[src/rtl/uart_rx.sv]
// uart_rx: oversampling UART receiver. Start bit, DATA_WIDTH data bits LSB
// first, optional parity, one stop bit. Majority-of-three sampling around the
// bit centre; registered Data_Valid / Par_err / Stp_err strobes.
// Optional macro UART_RX_SYNC_EN inserts a 2-flop synchroniser on RX_IN.
module uart_rx #(
    parameter int unsigned DATA_WIDTH = 8,
    parameter int unsigned PRESCALE_W = 6
) (
    input  logic                  CLK,
    input  logic                  RST,
    input  logic                  RX_IN,
    input  logic [PRESCALE_W-1:0] PRESCALE,
    input  logic                  PAR_EN,
    input  logic                  PAR_TYP,
    output logic [DATA_WIDTH-1:0] P_DATA,
    output logic                  Data_Valid,
    output logic                  Par_err,
    output logic                  Stp_err
);

    localparam int unsigned BIT_CNT_W = $clog2(DATA_WIDTH + 1);

    typedef enum logic [2:0] {
        IDLE   = 3'd0,
        START  = 3'd1,
        DATA   = 3'd2,
        PARITY = 3'd3,
        STOP   = 3'd4
    } state_t;

    state_t                  state;
    state_t                  state_nxt;
    logic                    rx_s;
    logic [PRESCALE_W-1:0]   edge_cnt;
    logic [PRESCALE_W-1:0]   prescale_q;
    logic                    par_en_q;
    logic                    par_typ_q;
    logic [BIT_CNT_W-1:0]    bit_cnt;
    logic [DATA_WIDTH-1:0]   shift_reg;
    logic                    samp0;
    logic                    samp1;
    logic                    sampled_bit;
    logic                    par_flag;
    logic                    dv_nxt;
    logic                    pe_nxt;
    logic                    se_nxt;

    logic [PRESCALE_W-1:0]   half_c;
    logic [PRESCALE_W-1:0]   e_s0_c;
    logic [PRESCALE_W-1:0]   e_s1_c;
    logic [PRESCALE_W-1:0]   e_chk_c;
    logic [PRESCALE_W-1:0]   e_last_c;
    logic                    last_edge_c;
    logic                    last_bit_c;

`ifdef UART_RX_SYNC_EN
    logic [1:0] sync_q;

    // Two-flop synchroniser, idles high so reset never looks like a start bit
    always_ff @(posedge CLK or posedge RST) begin
        if (RST) sync_q <= 2'b11;
        else     sync_q <= {sync_q[0], RX_IN};
    end

    assign rx_s = sync_q[1];
`else
    assign rx_s = RX_IN;
`endif

    // Sampling instants derived from the prescale latched for this frame
    assign half_c      = prescale_q >> 1;
    assign e_s0_c      = half_c - PRESCALE_W'(2);
    assign e_s1_c      = half_c - PRESCALE_W'(1);
    assign e_chk_c     = half_c + PRESCALE_W'(1);
    assign e_last_c    = prescale_q - PRESCALE_W'(1);
    assign last_edge_c = (edge_cnt == e_last_c);
    assign last_bit_c  = (bit_cnt == BIT_CNT_W'(DATA_WIDTH - 1));

    // State register
    always_ff @(posedge CLK or posedge RST) begin
        if (RST) state <= IDLE;
        else     state <= state_nxt;
    end

    // Next-state and strobe decode
    always_comb begin
        state_nxt = state;
        dv_nxt    = 1'b0;
        pe_nxt    = 1'b0;
        se_nxt    = 1'b0;
        case (state)
            IDLE: begin
                if (!rx_s) state_nxt = START;
            end
            START: begin
                if ((edge_cnt == e_chk_c) && sampled_bit) state_nxt = IDLE;
                else if (last_edge_c)                     state_nxt = DATA;
            end
            DATA: begin
                if (last_edge_c && last_bit_c) state_nxt = par_en_q ? PARITY : STOP;
            end
            PARITY: begin
                if (last_edge_c) state_nxt = STOP;
            end
            STOP: begin
                if (last_edge_c) begin
                    state_nxt = IDLE;
                    se_nxt    = !sampled_bit;
                    pe_nxt    = par_flag;
                    dv_nxt    = sampled_bit && !par_flag;
                end
            end
            default: state_nxt = IDLE;
        endcase
    end

    // Edge/bit counters and per-frame configuration latch
    always_ff @(posedge CLK or posedge RST) begin
        if (RST) begin
            edge_cnt   <= '0;
            bit_cnt    <= '0;
            prescale_q <= '0;
            par_en_q   <= 1'b0;
            par_typ_q  <= 1'b0;
        end else if (state == IDLE) begin
            bit_cnt <= '0;
            if (!rx_s) begin
                edge_cnt   <= PRESCALE_W'(1);
                prescale_q <= PRESCALE;
                par_en_q   <= PAR_EN;
                par_typ_q  <= PAR_TYP;
            end else begin
                edge_cnt <= '0;
            end
        end else begin
            if (state_nxt == IDLE || last_edge_c) edge_cnt <= '0;
            else                                  edge_cnt <= edge_cnt + PRESCALE_W'(1);
            if (state == DATA && last_edge_c) begin
                if (last_bit_c) bit_cnt <= '0;
                else            bit_cnt <= bit_cnt + BIT_CNT_W'(1);
            end
        end
    end

    // Majority-of-three sampler around the bit centre
    always_ff @(posedge CLK or posedge RST) begin
        if (RST) begin
            samp0       <= 1'b1;
            samp1       <= 1'b1;
            sampled_bit <= 1'b1;
        end else if (state != IDLE) begin
            if (edge_cnt == e_s0_c) samp0 <= rx_s;
            if (edge_cnt == e_s1_c) samp1 <= rx_s;
            if (edge_cnt == half_c)
                sampled_bit <= (samp0 & samp1) | (samp0 & rx_s) | (samp1 & rx_s);
        end
    end

    // Data shift register and parity error flag
    always_ff @(posedge CLK or posedge RST) begin
        if (RST) begin
            shift_reg <= '0;
            par_flag  <= 1'b0;
        end else begin
            if (state == IDLE) par_flag <= 1'b0;
            if (state == DATA && last_edge_c)
                shift_reg <= {sampled_bit, shift_reg[DATA_WIDTH-1:1]};
            if (state == PARITY && last_edge_c)
                par_flag <= (sampled_bit != ((^shift_reg) ^ par_typ_q));
        end
    end

    // Registered outputs; P_DATA only moves on a clean frame
    always_ff @(posedge CLK or posedge RST) begin
        if (RST) begin
            P_DATA     <= '0;
            Data_Valid <= 1'b0;
            Par_err    <= 1'b0;
            Stp_err    <= 1'b0;
        end else begin
            Data_Valid <= dv_nxt;
            Par_err    <= pe_nxt;
            Stp_err    <= se_nxt;
            if (dv_nxt) P_DATA <= shift_reg;
        end
    end

endmodule

[config.mk]
export PLATFORM = sky130hd
export DESIGN_NAME = uart_rx
export DESIGN_NICKNAME = d
export VERILOG_FILES = /design/src/rtl/uart_rx.sv
export SDC_FILE = /design/constraint.sdc
export NUM_CORES = 1
export LEC_CHECK = 0
export ABC_AREA = 0
export CORE_ASPECT_RATIO = 0.6
export CORE_MARGIN = 4
export CORE_UTILIZATION = 40
export CTS_BUF_LIST = sky130_fd_sc_hd__clkbuf_8
export CTS_CLUSTER_DIAMETER = 50
export CTS_CLUSTER_SIZE = 14
export DETAILED_ROUTE_END_ITERATION = 10
export DONT_BUFFER_PORTS = 1
export PLACE_DENSITY_LB_ADDON = 0.08
export SETUP_SLACK_MARGIN = 0.4
export SYNTH_ARGS = -nofsm -noshare
export SYNTH_HDL_FRONTEND = slang
export SYNTH_SLANG_ARGS = --single-unit
export TNS_END_PERCENT = 100
[constraint.sdc]
create_clock -name CLK -period 7.6 [get_ports CLK]
set_input_delay 1.52 -clock CLK [delete_from_list [all_inputs] [get_ports CLK]]
set_output_delay 1.52 -clock CLK [all_outputs]
set_load 0.01 [all_outputs]
==> metrics, run 1 <==
synthesized-area fraction occupied by adder cells=4.449%; final setup violating endpoints=0; gpl congestion=0.8235; Area Growth Syn to Fin=8.206%; initial antenna violation count=0; largest net degree at the start of global routing=45; die height=69.62 um; Placeable Area=6111 um2; Power Dens Cells=374.6 nW/um2; crit-path leading delay family=compound AO/OA/AOI/OAI gates; vias in the first global route=1642; Final Critical Period=3164 ps; top-count cell post-synth=dfrtp_1; final period utilization=41.63%; Slew Viols, Final=0; net count after synthesis=265; largest area contributor in the netlist=dfrtp_1; CTS tree=done; YS warnings=0; Clock Sinks=44; 1st-iter DRT viols=108; busiest layer in global routing=met1; outcome=complete, no violations; cts repair resizes=0; gr ovfl total=0; library cells used by synthesis=46; leakage=0.001224 uW; M3 GR Usage=4.010%; root buf cell=clkbuf_8; DP HPWL=4.083 mm; final wirelength=5.482 mm; GR Layer Usage met2=17.94%; Peak VDD IR=148.3 uV; share of cells above drive strength 1=13.06%; total negative setup slack=0 ps; clk buf depth=2; Main synth FF type=dfrtp_1; port bufs=0; CP bufs+invs=1; Hold Violations, Final=0; first-pass GRT wire length=9.142 mm; top cells by count, synth=dfrtp_1, nand2_1, xnor2_1, inv_1; CP startpoint kind=register; hold buffer count at cts=0; Slew @ Worst Pin=930.4 ps; crit path DAT=3310 ps; Clock transition at path regs=80 ps; die width=110.7 um; RSZ-0062 raised after global routing=false; Max stage delay on crit path=630 ps; crit path max fanout=7; ys async rst share=100.0%; top cells by area, synth=dfrtp_1, xnor2_1, mux2_2; # rows=22; Cell Chain, Critical Path=inv_1 > ha_1 > a21boi_2 > nand3_2 > a2111oi_4 > and2_4 > mux2i_1 > a311oi_1; Synth top area share=40.53%; clock skew=10.46 ps; GRT Overall Usage=14.87%; CP max stage cell=a2111oi_4; # nets final=265; mux cell area share after synthesis=9.639%; Synth Area in XOR/XNOR=11.72%; Synth Cell Area=2531 um2; Rel. slew slack=37.88%; post-synthesis cell count=245; Hold Path Class=register to register; Initial Util=41.42%; Final ANT Viol Nets=0; EDFF count, synth=0; average vias per placed instance=5.422; Setup Crit Path Kind=register to register; Max Cap Violations=0; Ant. Diodes=0; Post-Syn Area per Cell=10.33 um2; Synth Area in Compound Gates=12.06%; DRC=0; critical path required time=7750 ps; H-tree levels=2; CP Capture Type=register; Synth Area in Simple Gates=14.78%; routed len/inst=16.66 um; max frequency=316.1 MHz; total CTS buffers=5; Post-CTS Setup Inserts=0; met1 usage=25.09%; via count=1784; sequential cell area fraction in the yosys report=43.65%; # IOs=22; Worst-Skew Late Latency=300 ps; placed cell area=2610 um2; DRT Pass-1 Iters=4; register bit total from synthesis=44; main combinational cell family by area after synthesis=simple AND/OR/NAND/NOR gates; final std cell area, no fill=2739 um2; die area=7707 um2
kinds of logic (layout without fill, tap and decap cells):
family          Yosys count  after routing
compound gates           43             43
simple gates             70             70
flops                    44             44
buf+inv                  24             24
xor+xnor                 33             33
fa+ha+maj                 9              9
mux                      22             22
final timing paths:
path	start	cells after the start	to	slack [ps]
min in group asynchronous	RST	1	P_DATA[0]	1310
max	prescale_q[2]	8	edge_cnt[5]	4440
min	shift_reg[0]	1	P_DATA[0]	540
max in group asynchronous	RST	1	state[2]	5710
min reg2reg	shift_reg[0]	1	P_DATA[0]	540
max reg2reg	prescale_q[2]	8	edge_cnt[5]	4440
report_power, final:
| part | total (uW) | switching, uW | internal [uW] |
|---|---|---|---|
| Clock | 208 | 78.5 | 129 |
| Combinational | 451 | 269 | 182 |
| Sequential | 367 | 83.1 | 284 |
| Total | 1030 | 430 | 596 |
layout make-up:
class | count | area [um2]
timing repair buffer | 1 | 7.507
clock inverter | 2 | 60.06
tap | 84 | 105.1
sequential | 44 | 1105
fill | 579 | 3372
multi-input combinational | 177 | 1333
inverter | 16 | 60.06
clock buffer | 5 | 68.82
cells in the final DEF, fill, tap and decap left out, types with 2 or more instances in the layout:
cell type	n
dfrtp_1	41
nand2_1	18
xnor2_1	17
nor2_1	15
xor2_1	15
inv_1	15
mux2_2	12
a21oi_1	9
nor3_1	9
o21ai_0	9
ha_1	9
mux2_1	7
nand3_1	7
clkbuf_8	5
and3_1	4
nand4_1	4
a31oi_1	4
a311oi_1	4
mux2i_1	3
o211ai_1	3
dfstp_2	3
a21o_1	2
or3_1	2
o22ai_1	2
a211oi_1	2
nor2b_1	2
bufinv_16	2
through the flow:
stage / worst slack (ps) / cells / hold WS (ps) / total power, uW / util [%]
after floorplan: 4989 / 245 / 501.7 / 708.2 / -
after global placement: 4680 / 322 / 543.8 / 823.7 / 42.71
after detailed placement: 4527 / 322 / 544.4 / 815.1 / 42.71
after CTS: 4463 / 329 / 554.4 / 1029 / 44.82
after global routing: 4254 / 329 / 587.9 / 1096 / 44.82
final: 4436 / 329 / 544.6 / 1026 / 44.82
routing by layer:
layer | share of wire (%) | wire length [um]
met5 | 0 | 0
met4 | 0.71 | 39
met3 | 4.7 | 255
met2 | 37 | 2016
met1 | 58 | 3171
No activity file was read; power rests on OpenSTA's default activity.
==> inputs of run 2 (changes only) <==
Clock period 7.6 ns to 2.97 ns, I/O delays scaled along.
==> metrics, run 2 (synthesis gave the netlist of run 1 again) <==
outcome=complete, no violations; Area Growth Syn to Fin=15.18%; CP bufs+invs=3 (+2); routed len/inst=16.61 um (-0.30%); DRT Pass-1 Iters=4 (unchanged); wire length on met3=390 um (+53%); DP HPWL=4.030 mm (-1.3%); Max stage delay on crit path=450 ps (-180 ps); Finished Layout Cells=346 (+5.2%); most frequent cells in the layout=dfrtp_1, nand2_1, xnor2_1; final std cell area, no fill=2915 um2 (+6.4%); Final ANT Viol Nets=0 (unchanged); Top Layer Used=met4; via count=1831 (+2.6%); crit path max fanout=7 (unchanged); Hold Violations, Final=0 (unchanged); wire length on met2=2.195 mm (+8.9%); max frequency=404.0 MHz (+28%); CP startpoint kind=register; port bufs=0 (unchanged); share of cells above drive strength 1=22.90% (+9.8 points); Clock Sinks=44 (unchanged); crit-path leading delay family=compound AO/OA/AOI/OAI gates; final wirelength=5.748 mm (+4.9%); leakage=0.001296 uW (+5.9%); Setup Crit Path Kind=register to register; Slew @ Worst Pin=936.2 ps (+5.848 ps); die width=110.7 um (unchanged); gpl congestion=0.8365 (+1.6%); Initial Util=41.42% (unchanged); initial antenna violation count=0 (unchanged); # rows=22 (unchanged); final setup violating endpoints=0 (unchanged); total negative setup slack=0 ps (unchanged); Placeable Area=6111 um2 (unchanged); total CTS buffers=5 (unchanged); RSZ-0062 raised after global routing=true; # nets final=281 (+6.0%); placed cells=330 (+2.5%); Peak VDD IR=428.5 uV (+190%); DRC=0 (unchanged); Hold Path Class=primary input to asynchronous set/reset pin; # IOs=22 (unchanged); GRT Overall Usage=15.80% (+0.93 points); Slew Viols, Final=0 (unchanged); placed cell area=2674 um2 (+2.4%); final total power=2791 uW (+170%); Worst-Skew Late Latency=310 ps (about the same); vias in the first global route=1768 (+7.7%); M1 WL=3.120 mm (-1.6%); Max Cap Violations=0 (unchanged); gr ovfl total=0 (unchanged); Final Critical Period=2475 ps (-688.6 ps); cell with the most instances on the worst path=buf_4; CP Capture Type=register; most common cell after layout, fill and taps aside=dfrtp_1; die area=7707 um2 (unchanged); clock skew=9.766 ps (-0.6902 ps); final period utilization=83.34% (+42 points); critical path required time=3180 ps (-4570 ps); H-tree levels=2 (unchanged); fin util=47.71% (+2.9 points); CTS tree=done; Cell Chain, Critical Path=inv_4 > ha_4 > a21boi_4 > nand3_2 > a2111oi_4 > buf_4 > and2_4 > a32oi_1 > buf_4 > a311oi_2; root buf cell=clkbuf_8; first-pass GRT wire length=9.715 mm (+6.3%); clk buf depth=2 (unchanged); crit path DAT=2690 ps (-620 ps); Clock transition at path regs=90 ps (about the same); die height=69.62 um (unchanged); largest net degree at the start of global routing=45 (unchanged); average vias per placed instance=5.292 (-2.4%); 1st-iter DRT viols=75 (-31%); CP max stage cell=dfrtp_2; Rel. slew slack=37.49% (-0.39 points); Ant. Diodes=0 (unchanged); Power Dens Cells=957.2 nW/um2 (+160%)
## run 2: changes by cell type in the layout (fill, tap and decap cells not counted), moves of 2 or more
cell / previous run / this run
dfrtp_2: 0 / 3
inv_1: 15 / 13
buf_4: 1 / 15
a311oi_2: 0 / 3
dfrtp_1: 41 / 38
a311oi_1: 4 / 1
## run 2: stage by stage
stage | hold slack [ps] | setup slack, ps
6_report | 376.3 | 494.8
5_1_grt | 404.2 | 375.8
3_5_place_dp | 537.2 | 236.9
4_1_cts | 390.4 | 398.6
2_1_floorplan | 501.7 | 406.7
3_3_place_gp | 537.8 | 296.0
## run 2: path summary, 6_finish.rpt
kind / start / to / slack, ps / cells after the start
worst max-delay path: prescale_q[2] / edge_cnt[5] / 490 / 10
worst min-delay path: RST / edge_cnt[3] / 380 / 1
worst max register to register: prescale_q[2] / edge_cnt[5] / 490 / 10
worst min register to register: par_typ_q / par_typ_q / 550 / 1
max in group asynchronous: RST / prescale_q[1] / 1960 / 1
min in group CLK: PRESCALE[4] / prescale_q[4] / 400 / 2
## run 2: layout make-up
| type | count | area, um2 |
|---|---|---|
| Clock buffer | 5 | 68.82 |
| Sequential cell | 44 | 1109 |
| Multi-Input combinational cell | 178 | 1400 |
| Fill cell | 577 | 3196 |
| Timing Repair Buffer | 16 | 123.9 |
| Inverter | 16 | 62.56 |
| Clock inverter | 3 | 46.29 |
| Tap cell | 84 | 105.1 |
## run 2: power breakdown
group | switching [uW] | total (uW) | internal [uW]
Clock | 228 | 481 | 254
Sequential | 189 | 921 | 731
Combinational | 768 | 1390 | 620
## run 2: routing by layer
metal	track usage, %	vias to the layer above
met2	20.09	49
met4	3.689	0
met3	4.969	5
met5	0	-
met1	25.20	884
li1	-	893
## run 2: timing repair
item,in CTS,in global routing
buffers inserted,0,7
hold buffers,0,0
resized for setup,6,9
endpoints found under the setup margin,24,17
gates cloned,1,0
pin swaps,0,1
